### src/rtl/instr_fetch_reg_if.sv
// Instruction-memory fetch bus: request/address out, one-cycle ack with data back.
interface instr_fetch_reg_if #(
  parameter int IW = 16,
  parameter int AW = 16
);
  logic          mem_req;
  logic [AW-1:0] mem_addr;
  logic          mem_ack;
  logic [IW-1:0] mem_rdata;

  modport master (output mem_req, output mem_addr, input mem_ack, input mem_rdata);
  modport slave  (input mem_req, input mem_addr, output mem_ack, output mem_rdata);
endinterface

### src/rtl/instr_fetch_reg.sv
// Instruction fetch handshake controller + instruction register.
// Issues a fetch on command, captures the returned word and holds it until the
// control unit consumes it. The I-type fields are sliced straight off ir.
// Optional macro FETCH_TIMEOUT_EN: abort a request left unacked for TIMEOUT cycles.
module instr_fetch_reg #(
  parameter int IW      = 16,
  parameter int AW      = 16,
  parameter int TIMEOUT = 15
) (
  input  logic          clk,
  input  logic          rst_n,
  input  logic          fetch_start,
  input  logic [AW-1:0] pc,
  input  logic          instr_consume,
  input  logic          flush,
  instr_fetch_reg_if.master bus,
  output logic [IW-1:0] ir,
  output logic          instr_valid,
  output logic          busy,
  output logic [3:0]    opcode,
  output logic          m,
  output logic [2:0]    rd_f,
  output logic [2:0]    rs1_f,
  output logic [4:0]    imm_f,
  output logic [15:0]   fetch_count,
  output logic          fetch_err
);

  typedef enum logic [1:0] {S_IDLE, S_REQ, S_HOLD} state_t;

  state_t state, state_d;
  logic   ld_addr;   // latch pc and launch a request
  logic   capture;   // accept the returned word
  logic   abort;     // request timed out
  logic   tmo_hit;

  // The 5-bit timeout counter can only express TIMEOUT in 1..31.
  if (TIMEOUT < 1 || TIMEOUT > 31) begin : g_bad_timeout
    $error("instr_fetch_reg: TIMEOUT must be in 1..31");
  end

  // Request and valid are pure functions of state, so reset drops them at once.
  assign bus.mem_req = (state == S_REQ);
  assign instr_valid = (state == S_HOLD);
  assign busy        = (state != S_IDLE);

  assign opcode = ir[15:12];
  assign m      = ir[11];
  assign rd_f   = ir[10:8];
  assign rs1_f  = ir[7:5];
  assign imm_f  = ir[4:0];

  // State register
  always_ff @(posedge clk or negedge rst_n) begin
    if (!rst_n) state <= S_IDLE;
    else        state <= state_d;
  end

  // Next state and datapath strobes; flush overrides everything
  always_comb begin
    state_d = state;
    ld_addr = 1'b0;
    capture = 1'b0;
    abort   = 1'b0;
    if (flush) begin
      state_d = S_IDLE;
    end else begin
      case (state)
        S_IDLE: if (fetch_start) begin
          state_d = S_REQ;
          ld_addr = 1'b1;
        end
        S_REQ: if (bus.mem_ack) begin
          state_d = S_HOLD;
          capture = 1'b1;
        end else if (tmo_hit) begin
          state_d = S_IDLE;
          abort   = 1'b1;
        end
        S_HOLD: if (instr_consume) begin
          if (fetch_start) begin
            state_d = S_REQ;
            ld_addr = 1'b1;
          end else begin
            state_d = S_IDLE;
          end
        end
        default: state_d = S_IDLE;
      endcase
    end
  end

  // Address, instruction register and completed-fetch counter
  always_ff @(posedge clk or negedge rst_n) begin
    if (!rst_n) begin
      bus.mem_addr <= '0;
      ir           <= '0;
      fetch_count  <= '0;
    end else begin
      if (ld_addr) bus.mem_addr <= pc;
      if (capture) begin
        ir          <= bus.mem_rdata;
        fetch_count <= fetch_count + 16'd1;
      end
    end
  end

`ifdef FETCH_TIMEOUT_EN
  localparam logic [4:0] TMO_LAST = 5'(TIMEOUT - 1);
  logic [4:0] tmo_cnt;

  // Abort fires on the edge where the count would reach TIMEOUT; an ack then wins.
  assign tmo_hit = (tmo_cnt == TMO_LAST);

  // Timeout counter and one-cycle error pulse
  always_ff @(posedge clk or negedge rst_n) begin
    if (!rst_n) begin
      tmo_cnt   <= '0;
      fetch_err <= 1'b0;
    end else begin
      fetch_err <= abort;
      if (flush || ld_addr)                  tmo_cnt <= '0;
      else if (state == S_REQ && !bus.mem_ack) tmo_cnt <= tmo_cnt + 5'd1;
    end
  end
`else
  assign tmo_hit   = 1'b0;
  assign fetch_err = 1'b0;
`endif

endmodule

### src/flat_wrapper.sv
// flat-port wrapper written by rule: the top's interface ports become plain ports
module instr_fetch_reg_flat 
#(
  parameter int IW      = 16,
  parameter int AW      = 16,
  parameter int TIMEOUT = 15
)
  (clk, rst_n, fetch_start, pc, instr_consume, flush, ir, instr_valid, busy, opcode, m, rd_f, rs1_f, imm_f, fetch_count, fetch_err, bus_mem_req, bus_mem_addr, bus_mem_ack, bus_mem_rdata);
  instr_fetch_reg_if #(.IW(IW), .AW(AW)) bus_i ();
  input  logic clk;
  input  logic rst_n;
  input  logic fetch_start;
  input  logic [AW-1:0] pc;
  input  logic instr_consume;
  input  logic flush;
  output logic [IW-1:0] ir;
  output logic instr_valid;
  output logic busy;
  output logic [3:0] opcode;
  output logic m;
  output logic [2:0] rd_f;
  output logic [2:0] rs1_f;
  output logic [4:0] imm_f;
  output logic [15:0] fetch_count;
  output logic fetch_err;
  output wire logic [$bits(bus_i.mem_req)-1:0] bus_mem_req;
  output wire logic [$bits(bus_i.mem_addr)-1:0] bus_mem_addr;
  input wire logic [$bits(bus_i.mem_ack)-1:0] bus_mem_ack;
  input wire logic [$bits(bus_i.mem_rdata)-1:0] bus_mem_rdata;
  assign bus_mem_req = bus_i.mem_req;
  assign bus_mem_addr = bus_i.mem_addr;
  assign bus_i.mem_ack = bus_mem_ack;
  assign bus_i.mem_rdata = bus_mem_rdata;
  instr_fetch_reg #(.IW(IW), .AW(AW), .TIMEOUT(TIMEOUT)) u_core (.clk(clk), .rst_n(rst_n), .fetch_start(fetch_start), .pc(pc), .instr_consume(instr_consume), .flush(flush), .bus(bus_i), .ir(ir), .instr_valid(instr_valid), .busy(busy), .opcode(opcode), .m(m), .rd_f(rd_f), .rs1_f(rs1_f), .imm_f(imm_f), .fetch_count(fetch_count), .fetch_err(fetch_err));
endmodule
### config.mk
export PLATFORM = sky130hd
export DESIGN_NAME = instr_fetch_reg_flat
export DESIGN_NICKNAME = d
export VERILOG_FILES = /design/src/rtl/instr_fetch_reg_if.sv /design/src/rtl/instr_fetch_reg.sv /design/src/flat_wrapper.sv
export SDC_FILE = /design/constraint.sdc
export NUM_CORES = 1
export LEC_CHECK = 0
export ABC_AREA = 1
export CORE_AREA = 2 2 76 78
export DETAILED_ROUTE_END_ITERATION = 7
export DIE_AREA = 0 0 78 80
export PLACE_DENSITY = 0.84
export SLEW_MARGIN = 10
export SYNTH_ARGS = -nofsm -noshare
export SYNTH_HDL_FRONTEND = slang
export SYNTH_SLANG_ARGS = --single-unit
### constraint.sdc
create_clock -name clk -period 3.6 [get_ports clk]
set_input_delay 1.08 -clock clk [delete_from_list [all_inputs] [get_ports clk]]
set_output_delay 1.08 -clock clk [all_outputs]
set_load 0.005 [all_outputs]
==> results.json <==
{
  "critPathCaptureType": "output port",
  "rsz0062_at_grt": "false",
  "clock_sinks": 50,
  "clock_skews_ps": 5.873,
  "setup-violations-final": 0,
  "p_int_mw": 1.160,
  "numPortBuffers": 104,
  "holdBufCountCts": 0,
  "number_of_antenna_violations_at_the_first_check_in_global_routing": 0,
  "layout.nets": 407,
  "worst_r2r_endpoint": "u_core.fetch_count[9]",
  "timing.critical_path.from_type": "register",
  "synth_enable_flop_cells": 0,
  "ios": 106,
  "ys_ff_latch": 50,
  "yosysUniqueCellTypes": 27,
  "worstPathMaxFanout": 3,
  "clk_latency_ps": 290,
  "fin_max_slew_vios": 0,
  "detail_route.wirelength_um": 5020,
  "die-area_um2": 6240,
  "grt_start_max_net_pins": 51,
  "average_size_of_a_mapped_cell_um2": 8.517,
  "share_comb_of_total_power_pct": 32.2,
  "firstDrtPassIters": 4,
  "max_slew.worst_pin.slew_ps": 1077,
  "layout-area-overhead-vs-synth_pct": 44.33,
  "max-cap-violations": 0,
  "power.switching_uw": 432.8,
  "num-fill-cells": 461,
  "synth-async-reset-ratio_pct": 100.0,
  "ff_latch_area_um2": 1251,
  "cts_buffers": 5,
  "final_design_area_no_fill_um2": 3442,
  "die-height_um": 80,
  "via_count": 1983,
  "grt_first_pass_wirelength_um": 8521,
  "hold_path_startpoint": "u_core.bus.mem_addr[15]",
  "power_frac_seq_pct": 47.2,
  "route.detailed.wl_per_inst_um": 11.38,
  "ctsRootBufferMaster": "sky130_fd_sc_hd__clkbuf_8",
  "finalCoreUtilization_pct": 63.68,
  "final.period_utilization_pct": 71.03,
  "holdPathStages": 2,
  "detailedPlacementHpwl_um": 3807,
  "drc": 0,
  "crit_path_cell_trace": "inv_2, nor2_1, clkdlybuf4s50_1",
  "cts_tree": "built",
  "globalRoute.totalOverflow": 0,
  "clockBufferDepth": 2,
  "die_width_um": 78,
  "crit_type": "reg -> out",
  "syn-num-nets": 319,
  "cts_setup_buffers": 0,
  "yosysSeqAreaShare_pct": 52.47,
  "hold_viol": 0,
  "mappedNetlistArea_um2": 2385,
  "postCtsResizedCells": 0,
  "setup.reg_to_reg.worst_slack_ps": 2120,
  "grtUsageTotal_pct": 17.27,
  "clk_transition_reported_paths_ps": 90,
  "crit_path_max_incr_delay_ps": 530,
  "syn_inst": 280,
  "timing.rr.start": "u_core.state[1]",
  "core_um2": 5405,
  "diodes": 0,
  "holdPathEnd": "u_core.bus.mem_addr[15]",
  "h-tree-depth": 2,
  "floorplan.initialDensity_pct": 44.12,
  "maxSlewHeadroom_pct": 28.23,
  "critPathRequiredTime_ps": 2520,
  "combined_area_of_the_multi_input_logic_cells_um2": 860.8,
  "grt_pass1_vias": 1888,
  "timing.hold.worst.class": "reg -> reg",
  "number_of_nets_with_antenna_violations_after_detailed_routing": 0,
  "final_sum_of_negative_setup_slack_ps": 0,
  "status": "complete, no violations",
  "clockPowerShare_pct": 20.6,
  "final_layout_size_suffix_gt1_share_pct": 7.317,
  "finalWeightedCongestion": 0.8456,
  "synth-warning-count": 0,
  "finalCriticalPeriod_ps": 2557,
  "powerDensity_nw_per_um2": 462.8,
  "dr_iter_0_viols": 59,
  "ys.flop_type": "sky130_fd_sc_hd__dfrtp_1",
  "critical-path-slowest-cell": "sky130_fd_sc_hd__clkdlybuf4s50_1",
  "static_power_due_to_leakage_nw": 1.636,
  "rows": 27,
  "dpl_cell_area_um2": 3347,
  "worst-endpoint-arrival_ps": 1480,
  "avgViaCountPerCell": 4.497,
  "switching_share_pct": 27.17,
  "worst-r2r-cell-count": 6,
  "fmaxAchievable_mhz": 391.1,
  "power.ir.vdd_worst_v": 0.0002659
}
## cell usage in the layout (no fill, tap or decap), drive strengths merged, types with 2 or more instances in the layout
cell,Yosys,routed
nor2,19,19
clkbuf,0,6
xor2,3,3
xnor2,5,5
nand4,2,2
clkdlybuf4s50,0,103
nand2,116,116
nor3,3,3
buf,24,2
nand3,7,7
o21ai,16,16
dfrtp,50,50
inv,27,27
nand3b,4,4
## routing by layer
layer	up-vias	wire length (um)	global-route usage [%]
met1	897	2098	20.60
met2	67	2447	30.34
met3	6	419	5.204
li1	1013	-	-
met4	0	55	4.737
met5	-	0	0
## sequential cells by signal (all words and copies together), names as in the netlist
| signal | cells |
|---|---|
| u_core.bus.mem_addr | 16 |
| u_core.fetch_count | 16 |
| u_core.ir | 16 |
| u_core.state | 2 |
## Yosys cell counts, drive strengths merged, types with 2 or more instances
cell / instances / area share [%]
nand2: 116 / 19
dfrtp: 50 / 52
inv: 27 / 4.2
buf: 24 / 7.2
nor2: 19 / 4.8
o21ai: 16 / 3.4
nand3: 7 / 1.7
xnor2: 5 / 1.8
nand3b: 4 / 1.3
nor3: 3 / 1.3
xor2: 3 / 1.1
nand4: 2 / 0.52
## logic make-up (layout without fill, tap and decap cells)
logic type / count (synthesis) / after routing / share of synthesized area (%)
adders and majority gates: 1 / 1 / 0.5246
DFF: 50 / 50 / 52.47
xor gates and xnor gates: 8 / 8 / 2.938
buffers and inverters: 51 / 140 / 11.44
other: 1 / 1 / 0.1572
and+or+nand+nor: 151 / 151 / 28.59
AOI/OAI and AO/OA: 18 / 18 / 3.883
## power groups by stage
stage / Clock [mW] / Sequential [mW] / Combinational [mW]
final: 0.329 / 0.751 / 0.513
after global routing: 0.366 / 0.770 / 0.563
after CTS: 0.344 / 0.754 / 0.523
after detailed placement: 0 / 0.762 / 0.522
after global placement: 0 / 0.758 / 0.510
after floorplan: 0 / 0.760 / 0.198
## cell type report
type	instances	area share, %
clock buffer	6	2.399
multi-input combinational	179	25.01
clock inverter	2	0.3635
timing repair buffer	105	30.32
sequential	50	36.35
tap	72	2.617
inverter	27	2.944
## critical path: cells and delay by family (launching register included)
family        cells  cell delay, ps
flops             1             440
simple gates      1             150
buf+inv           2             600
## through the flow
step | hold WS [ps] | cells | setup WS [ps] | power [mW]
2_1_floorplan | 482.1 | 280 | 1796 | 0.9585
5_1_grt | 522.3 | 441 | 959.5 | 1.699
6_report | 492.0 | 441 | 1043 | 1.593
3_3_place_gp | 469.4 | 433 | 972.2 | 1.268
3_5_place_dp | 477.4 | 433 | 915.1 | 1.284
4_1_cts | 500.1 | 441 | 1030 | 1.621
## how the worst max path moves through the flow
stage,start,to,cells after the start
CTS,u_core.state[1],instr_valid,3
global placement,bus_mem_ack,u_core.fetch_count[13],8
global route,u_core.state[1],instr_valid,3
finish,u_core.state[1],instr_valid,3
detailed placement,bus_mem_ack,u_core.fetch_count[9],8
floorplan,flush,u_core.fetch_count[4],6
(Power assumes the default switching activity.)
